## config.mk

```make
export PLATFORM = sky130hd
export DESIGN_NAME = pipe_stage_skid
export DESIGN_NICKNAME = d
export VERILOG_FILES = /design/src/rtl/pipe_pkg.sv /design/src/rtl/pipe_slot.sv /design/src/rtl/pipe_stage_skid.sv
export SDC_FILE = /design/constraint.sdc
export NUM_CORES = 1
export LEC_CHECK = 0
export BUFFER_PORTS_ARGS = -buffer_cell sky130_fd_sc_hd__buf_2
export CAP_MARGIN = 20
export CORE_MARGIN = 1
export CORE_UTILIZATION = 30
export CTS_BUF_LIST = sky130_fd_sc_hd__clkbuf_8
export CTS_CLUSTER_SIZE = 28
export DETAILED_ROUTE_END_ITERATION = 16
export PLACE_DENSITY = 0.49
export SETUP_SLACK_MARGIN = 0.02
export SLEW_MARGIN = 0
export SYNTH_ARGS = -nofsm -noshare
export SYNTH_HDL_FRONTEND = slang
export SYNTH_SLANG_ARGS = --single-unit
```

## constraint.sdc

```tcl
create_clock -name clk -period 3.9 [get_ports clk]
set_clock_uncertainty 0.05 [all_clocks]
set_input_delay 0.585 -clock clk [delete_from_list [all_inputs] [get_ports clk]]
set_output_delay 0.585 -clock clk [all_outputs]
set_load 0.005 [all_outputs]
```

## src/rtl/pipe_pkg.sv

```systemverilog
// pipe_pkg: shared types and default widths for the generic pipeline stage.
//   stage_state_t : occupancy FSM state of pipe_stage_skid (EMPTY, ONE, TWO)
//   DEF_*         : default widths used by the stage and its instantiators
//   payload_w()   : packed payload width {ctrl, tag, data words}
package pipe_pkg;

    typedef enum logic [1:0] {
        EMPTY = 2'd0,
        ONE   = 2'd1,
        TWO   = 2'd2
    } stage_state_t;

    localparam int DEF_CTRL_W   = 9;
    localparam int DEF_DATA_W   = 64;
    localparam int DEF_TAG_W    = 5;
    localparam int DEF_NUM_DATA = 5;

    // Payload width for the default configuration.
    localparam int DEF_PAYLOAD_W = DEF_CTRL_W + DEF_TAG_W + DEF_NUM_DATA * DEF_DATA_W;

    // Payload width for an arbitrary configuration.
    function automatic int payload_w(input int ctrl_w, input int tag_w,
                                     input int num_data, input int data_w);
        return ctrl_w + tag_w + num_data * data_w;
    endfunction

endpackage

```

## src/rtl/pipe_slot.sv

```systemverilog
// pipe_slot: payload-wide storage register with load enable.
//   clk    : rising-edge clock
//   rst_n  : asynchronous active-low reset, clears the slot to zero
//   load_i : capture d_i on the next rising edge
//   d_i    : payload to capture
//   q_o    : stored payload
module pipe_slot #(
    parameter int W = 8
) (
    input  logic         clk,
    input  logic         rst_n,
    input  logic         load_i,
    input  logic [W-1:0] d_i,
    output logic [W-1:0] q_o
);

    logic [W-1:0] data_q;

    always_ff @(posedge clk or negedge rst_n) begin
        if (!rst_n) begin
            data_q <= '0;
        end else if (load_i) begin
            data_q <= d_i;
        end
    end

    assign q_o = data_q;

endmodule

```

## src/rtl/pipe_stage_skid.sv

```systemverilog
// pipe_stage_skid: generic valid/ready pipeline stage register with a
// 2-entry skid buffer, synchronous flush, bubble squashing of the control
// bundle and a saturating stall counter.
//
// Ports:
//   clk        : clock, all state on the rising edge
//   reset      : asynchronous active-low reset
//   flush      : synchronous flush, stage is EMPTY after the next edge
//   valid_in   : upstream entry valid          ready_out : stage can accept
//   ctrl_in    : control bundle                tag_in    : destination tag
//   data_in    : NUM_DATA words, word k at [k*DATA_W +: DATA_W]
//   valid_out  : head entry valid              ready_in  : downstream accepts head
//   ctrl_out   : head control (0 when invalid) tag_out   : head tag
//   data_out   : head data words               stall_cnt : saturating stall cycles
//   state_o    : current occupancy state (debug observation)
//
// Handshake: a transfer happens on a rising edge where valid and ready are
// both 1 on that side (in_fire = valid_in & ready_out, out_fire = valid_out &
// ready_in). valid_out/ready_out depend only on registered state, never
// combinationally on valid_in/ready_in. Once an entry is offered upstream it
// is expected to be held until accepted; entries leave in strict FIFO order.
module pipe_stage_skid
    import pipe_pkg::*;
#(
    parameter int CTRL_W   = DEF_CTRL_W,
    parameter int DATA_W   = DEF_DATA_W,
    parameter int NUM_DATA = DEF_NUM_DATA,
    parameter int TAG_W    = DEF_TAG_W,
    parameter int CNT_W    = 16
) (
    input  logic                       clk,
    input  logic                       reset,
    input  logic                       flush,
    input  logic                       valid_in,
    output logic                       ready_out,
    input  logic [CTRL_W-1:0]          ctrl_in,
    input  logic [TAG_W-1:0]           tag_in,
    input  logic [NUM_DATA*DATA_W-1:0] data_in,
    output logic                       valid_out,
    input  logic                       ready_in,
    output logic [CTRL_W-1:0]          ctrl_out,
    output logic [TAG_W-1:0]           tag_out,
    output logic [NUM_DATA*DATA_W-1:0] data_out,
    output logic [CNT_W-1:0]           stall_cnt,
    output stage_state_t               state_o
);

    localparam int DW = NUM_DATA * DATA_W;
    localparam int PW = payload_w(CTRL_W, TAG_W, NUM_DATA, DATA_W);

    stage_state_t    state_q, state_d;
    logic            valid_q, ready_q;
    logic            in_fire, out_fire;
    logic            main_load, skid_load, main_from_skid;
    logic [PW-1:0]   in_payload, main_d, main_q, skid_q;
    logic [CNT_W-1:0] stall_q, stall_d;

    assign in_payload = {ctrl_in, tag_in, data_in};
    assign in_fire    = valid_in & ready_q;
    assign out_fire   = valid_q & ready_in;

    // Next state and slot load enables. Flush overrides every transfer; the
    // slots are left untouched since the state alone marks them empty.
    always_comb begin
        state_d        = state_q;
        main_load      = 1'b0;
        skid_load      = 1'b0;
        main_from_skid = 1'b0;
        if (flush) begin
            state_d = EMPTY;
        end else begin
            case (state_q)
                EMPTY: begin
                    if (in_fire) begin
                        state_d   = ONE;
                        main_load = 1'b1;
                    end
                end
                ONE: begin
                    if (in_fire && out_fire) begin
                        main_load = 1'b1;
                    end else if (in_fire) begin
                        state_d   = TWO;
                        skid_load = 1'b1;
                    end else if (out_fire) begin
                        state_d = EMPTY;
                    end
                end
                TWO: begin
                    if (out_fire) begin
                        state_d        = ONE;
                        main_load      = 1'b1;
                        main_from_skid = 1'b1;
                    end
                end
                default: state_d = EMPTY;
            endcase
        end
    end

    assign main_d = main_from_skid ? skid_q : in_payload;

    // State plus registered handshake outputs decoded from the next state.
    always_ff @(posedge clk or negedge reset) begin
        if (!reset) begin
            state_q <= EMPTY;
            valid_q <= 1'b0;
            ready_q <= 1'b1;
        end else begin
            state_q <= state_d;
            valid_q <= (state_d != EMPTY);
            ready_q <= (state_d != TWO);
        end
    end

    // Saturating stall counter; flush does not clear it.
    always_comb begin
        stall_d = stall_q;
        if (valid_q && !ready_in && (stall_q != {CNT_W{1'b1}})) begin
            stall_d = stall_q + 1'b1;
        end
    end

    always_ff @(posedge clk or negedge reset) begin
        if (!reset) begin
            stall_q <= '0;
        end else begin
            stall_q <= stall_d;
        end
    end

    pipe_slot #(.W(PW)) u_main (
        .clk    (clk),
        .rst_n  (reset),
        .load_i (main_load),
        .d_i    (main_d),
        .q_o    (main_q)
    );

    pipe_slot #(.W(PW)) u_skid (
        .clk    (clk),
        .rst_n  (reset),
        .load_i (skid_load),
        .d_i    (in_payload),
        .q_o    (skid_q)
    );

    assign valid_out = valid_q;
    assign ready_out = ready_q;
    // Bubble squash: an invalid head must not carry live control bits.
    assign ctrl_out  = valid_q ? main_q[PW-1 -: CTRL_W] : '0;
    assign tag_out   = main_q[DW +: TAG_W];
    assign data_out  = main_q[DW-1:0];
    assign stall_cnt = stall_q;
    assign state_o   = state_q;

endmodule

```

* Yosys cells after proc, flatten, opt, wreduce, memory -nomap -nowiden
Index checks and enable logic that the tools add are counted.
Widths: inputs -> output; s select.
** Word-level totals
- Register bits :: 688
- Output and inout bits :: 354
- Word-level logic and storage cells :: 38
** Operators by class
- $add $sub $neg :: 1
- Equal/unequal tests :: 4
- Muxes and demuxes :: 19
- Bitwise gates (word level) :: 2
- Reduce and logical (&&, ||, !) cells :: 6
** Operator list (number)
- $mux 334 :: 1
- $add 16x1->16 const B :: 1
- $ne 16x16->1 const B :: 1
- $mux 2 :: 6
- $mux 1 :: 9
- $mux 9 :: 1
- $pmux 2 s3 :: 1
- $logic_and 1x1->1 :: 3
- $pmux 1 s3 :: 1
- $and 1x1->1 :: 2
- $eq 2x1->1 const B :: 1
- $eq 2x2->1 const B :: 1
- $logic_not 2->1 :: 1
- $ne 2x2->1 const B :: 1
- $reduce_bool 2->1 :: 1
- $logic_not 1->1 :: 1

* Longest topological paths before layout
- Depth after elaboration :: 7
- Gate-level depth with buffers :: 7
- Depth with buffers taken out :: 5

* Cells and area by module
From an unflattened synthesis, not the netlist that was laid out.
** Second synthesis, totals
- Cell total of the unflattened synthesis :: 1891
- Area total of the unflattened synthesis :: 33129.3 µm²
** By module, submodules not included
- pipe_slot :: instances 2, cells each 705, area an instance 13467.9 µm²
- pipe_stage_skid :: instances 1, cells each 481, area an instance 6193.4 µm²

* Worst setup path before layout
OpenSTA, ideal clock, no wires.
- Kind :: input-to-reg
- Start :: in ready_in
- End :: reg u_skid.data_q[295] (netlist: u_skid.q_o[295])
- Setup time :: 125 ps
- Arrival :: 2027 ps
- Required time :: 3725 ps
- Slack :: 1698 ps
- Stages on the path :: 7
- Cell sequence :: nand2_1 -> nand2_1 -> nor4_1 -> buf_2 -> buf_2 -> buf_2 -> mux2_2
** Between the ends
- Word-level cells in the longest chain between the ends :: 5
** RTL lines
- start, declared :: line pipe_stage_skid.sv:40 : input logic ready_in,
- $and 1x1->1 :: line pipe_stage_skid.sv:60 : assign out_fire = valid_q & ready_in;
- $logic_and 1x1->1 :: line pipe_stage_skid.sv:80 : if (in_fire && out_fire) begin
- $mux 1 :: line pipe_stage_skid.sv:80
- $mux 1 :: line pipe_stage_skid.sv:72 : case (state_q)
- $mux 1 :: line pipe_stage_skid.sv:69 : if (flush) begin
- end signal, assigned :: line pipe_slot.sv:23 : data_q <= d_i;
- end, declared :: line pipe_slot.sv:17 : logic [W-1:0] data_q;
No other way between the ends.
A chain may end at the register's enable or synchronous reset.

* Final worst setup path
- Start :: reg valid_q (netlist: valid_out)
- End :: reg u_main.data_q[70] (netlist: u_main.q_o[70])
** Between the ends
- Word-level cells in the longest chain between the ends :: 5
** RTL lines
- start, declared :: line pipe_stage_skid.sv:52 : logic valid_q, ready_q;
- start signal, assigned :: line pipe_stage_skid.sv:111 : valid_q <= (state_d != EMPTY);
- $and 1x1->1 (*) :: line pipe_stage_skid.sv:60
- $logic_and 1x1->1 / $mux 1 (equally long branches) :: line pipe_stage_skid.sv:80, pipe_stage_skid.sv:90
- $mux 1 (on tied branches) :: line pipe_stage_skid.sv:80, pipe_stage_skid.sv:72
- $pmux 1 s3 / $mux 1 (equally long branches) :: line pipe_stage_skid.sv:72, pipe_stage_skid.sv:69
- $mux 1 / $mux 334 (equally long branches) :: line pipe_stage_skid.sv:69, pipe_stage_skid.sv:101
- end signal, assigned :: line pipe_slot.sv:23
- end, declared :: line pipe_slot.sv:17
Every way passes the cells marked *; elsewhere a longest branch is shown, timed or not.

==> impl_metrics.csv <==
group,metric,value,unit
clock_tree,postCtsHoldBufs,336,
finish,fin_cells,4578,
critical_path,critical_path_required,4490,ps
route,vias,19980,
yosys,ys.flop_type,"dfrtp_1",
clock_tree,htree_levels,4,
grt,antenna_found_initial,11,
critical_path,critPathLaunchType,"register",
critical_path,critPathSlowestCell,"dfrtp_1",
critical_path,cp_top_family,"simple AND/OR/NAND/NOR gates",
route,routed_wl,84050,um
critical_path,path_cells,"nand2_1 -> or3_4 -> buf_12 -> buf_4 -> mux2_4 -> mux2_2",
grt,grt_pass1_wl,129700,um
sta,timing.final.ws_setup,873.3,ps
sta,tightest_slew,1007,ps
yosys,async_flop_share,100.0,%
finish,drive_gt1_share,62.66,%
yosys,synth.area.top_cells,"dfrtp_1 52%, mux2_2 25%, mux2_4 12%",
power,power_density,559.5,mW/mm^2
route,drt_iter0_drc,445,
floorplan,die-area,0.1120,sq mm
floorplan,start_util,30.36,%
finish,ff_latch_area,0.01722,sq mm
placement,portBuffers,692,
placement,gp_congestion,0.7913,
sta,slew_headroom,32.23,%
route,viasPerCell,4.364,
finish,area_growth,26.69,%
sta,max_freq,330.4,MHz
yosys,yosys_warnings,0,
placement,place_area,0.03602,sq mm
sta,setup_viol,0,
clock_tree,clk_pin_slew,60,ps
yosys,synth-seq-area-share,51.88,%
placement,dp_hpwl,57500,um
floorplan,coreArea,0.1093,sq mm
power,cell_internal_pwr,16.87,mW
yosys,syn_area,0.03319,sq mm
yosys,synth.distinct_cells,36,
sta,period_needed,3027,ps
sta,hold_ws,162.0,ps
job,max_cap_violations,0,
clock_tree,cts_setup_buffers,0,
clock_tree,cts_root_buffer,"clkbuf_8",
floorplan,io-pin-count,693,
clock_tree,clockBufferDepth,3,
yosys,synth_common_cells,"744 x mux2_2, 687 x dfrtp_1, 325 x buf_4",
yosys,postSynthNetCount,2552,
placement,pre_cts_ws,835.6,ps
finish,stdcell_area,0.04205,sq mm
power,p_sw,6.656,mW
yosys,synth.ff_latch_count,688,
yosys,yosysMostFrequentCell,"mux2_2",
clock_tree,clock_sinks,688,
route,drc,0,
clock_tree,clock_latency,770,ps
sta,finalHoldViolations,0,
power,pwr-share-seq,47.0,%
grt,grt_pass1_vias,22087,
sta,period_share,77.61,%
power,clkPwrFrac,29.9,%
route,drtPass1Iterations,4,
floorplan,dieHeight,334.6,um
clock_tree,cts_tree,"built",
yosys,yosysTopAreaCell,"dfrtp_1",
clock_tree,cts_resized,0,
critical_path,cp_max_fo,26,
yosys,synth_top_area_share,51.80,%
yosys,syn_area_per_cell,15.00,sq um
finish,fin_nets,3327,
route,wl_per_cell,18.36,um
critical_path,crit_start,"valid_out",
critical_path,cp_num_buf_inv,2,
floorplan,fp-row-count,121,
power,p_comb_share,23.0,%
sta,tns,0,ps
power,swShare,28.29,%
route,ant_nets,0,
worst_hold_path,min_path_type,"input pin to register",
power,ir_drop,0.2968,mV
clock_tree,cts_buffers,133,
finish,multi_input_area,0.01281,sq mm
critical_path,arrival,3620,ps
sta,maxSlewViolCount,0,
placement,placedCellCount,3992,
critical_path,path_class,"register to register",
critical_path,reg2reg_from,"valid_out",
floorplan,die_w,334.6,um
yosys,synth_cells,2212,
power,leakage,19.96,nW
critical_path,slowest_delay,730,ps
sta,rsz0062_at_grt,"no",
grt,grt.total_usage,14.85,%
outcome,status,"finished, final reports clean",
critical_path,cp-end-kind,"register",
grt,grt-ovfl-total,0,
yosys,synth-edff-count,0,
finish,nFillCells,10508,
worst_hold_path,min_from,"ready_in",
grt,grt_max_degree,87,
==> kinds of logic after synthesis <==
kind of cell    synth area share (%)
compound gates                0.3694
mux                            37.03
simple gates                  0.8483
xor+xnor                      0.2375
flops                          51.88
buf+inv                        9.598
fa+ha+maj                    0.03769
==> power groups by stage <==
stage	Clock (mW)	Sequential, mW	Combinational, mW
after detailed placement	0	11.2	5.24
after global routing	7.69	11.4	5.88
after global placement	0	11.0	5.08
after floorplan	0	10.7	4.44
final	7.04	11.1	5.42
after CTS	7.36	11.1	5.54
==> final timing paths <==
kind,cells after the start,to,slack [ps]
setup / recovery,6,u_main.q_o[70],870
hold / removal,3,ready_out,160
hold reg to reg,1,u_main.q_o[233],450
max in group asynchronous,3,u_skid.q_o[174],2320
min in group asynchronous,2,u_main.q_o[279],400
setup reg to reg,6,u_main.q_o[70],870
==> area by class of cell <==
cell class	instances	share of cell area [%]
Antenna cell	9	0.05356
Clock buffer	163	5.335
Clock inverter	78	0.9403
Inverter	2	0.01785
Multi-Input combinational cell	1085	30.46
Sequential cell	688	40.95
Tap cell	1476	4.392
Timing Repair Buffer	1077	17.85
==> registers in the layout, indices dropped and copies added (netlist names) <==
signal,count
u_main.q_o,334
u_skid.q_o,334
stall_cnt,16
state_o,2
ready_out,1
valid_out,1
==> worst reg2reg max path, delay by kind of cell (launching register included) <==
family	cells	cell delay [ps]
simple gates	2	960
mux	2	570
flops	1	730
buf+inv	2	590
==> placed cells by master, fill, tap and decap left out, types with 11 or more instances in the layout <==
cell	netlist	final
inv_1	2	54
dlygate4sd3_1	0	336
clkinv_2	0	11
mux2_2	744	744
buf_2	80	691
clkbuf_8	0	163
mux2_4	260	260
dfrtp_1	687	687
buf_12	0	24
buf_4	325	25
==> per-layer routing <==
| metal | global-route usage [%] | vias up | share of wire (%) |
|---|---|---|---|
| met4 | 6.092 | 4 | 3.3 |
| met5 | 0 | - | 0.029 |
| met3 | 4.788 | 177 | 7.0 |
| li1 | - | 9058 | - |
| met1 | 16.48 | 10179 | 39 |
| met2 | 26.08 | 562 | 51 |
==> metrics by stage <==
step / util (%) / total power [mW]
after global routing: 38.47 / 24.98
after detailed placement: 32.96 / 16.43
final: 38.47 / 23.53
after floorplan: - / 15.18
after CTS: 38.45 / 23.99
after global placement: 32.96 / 16.11
Power figures use the tool's default switching activity.
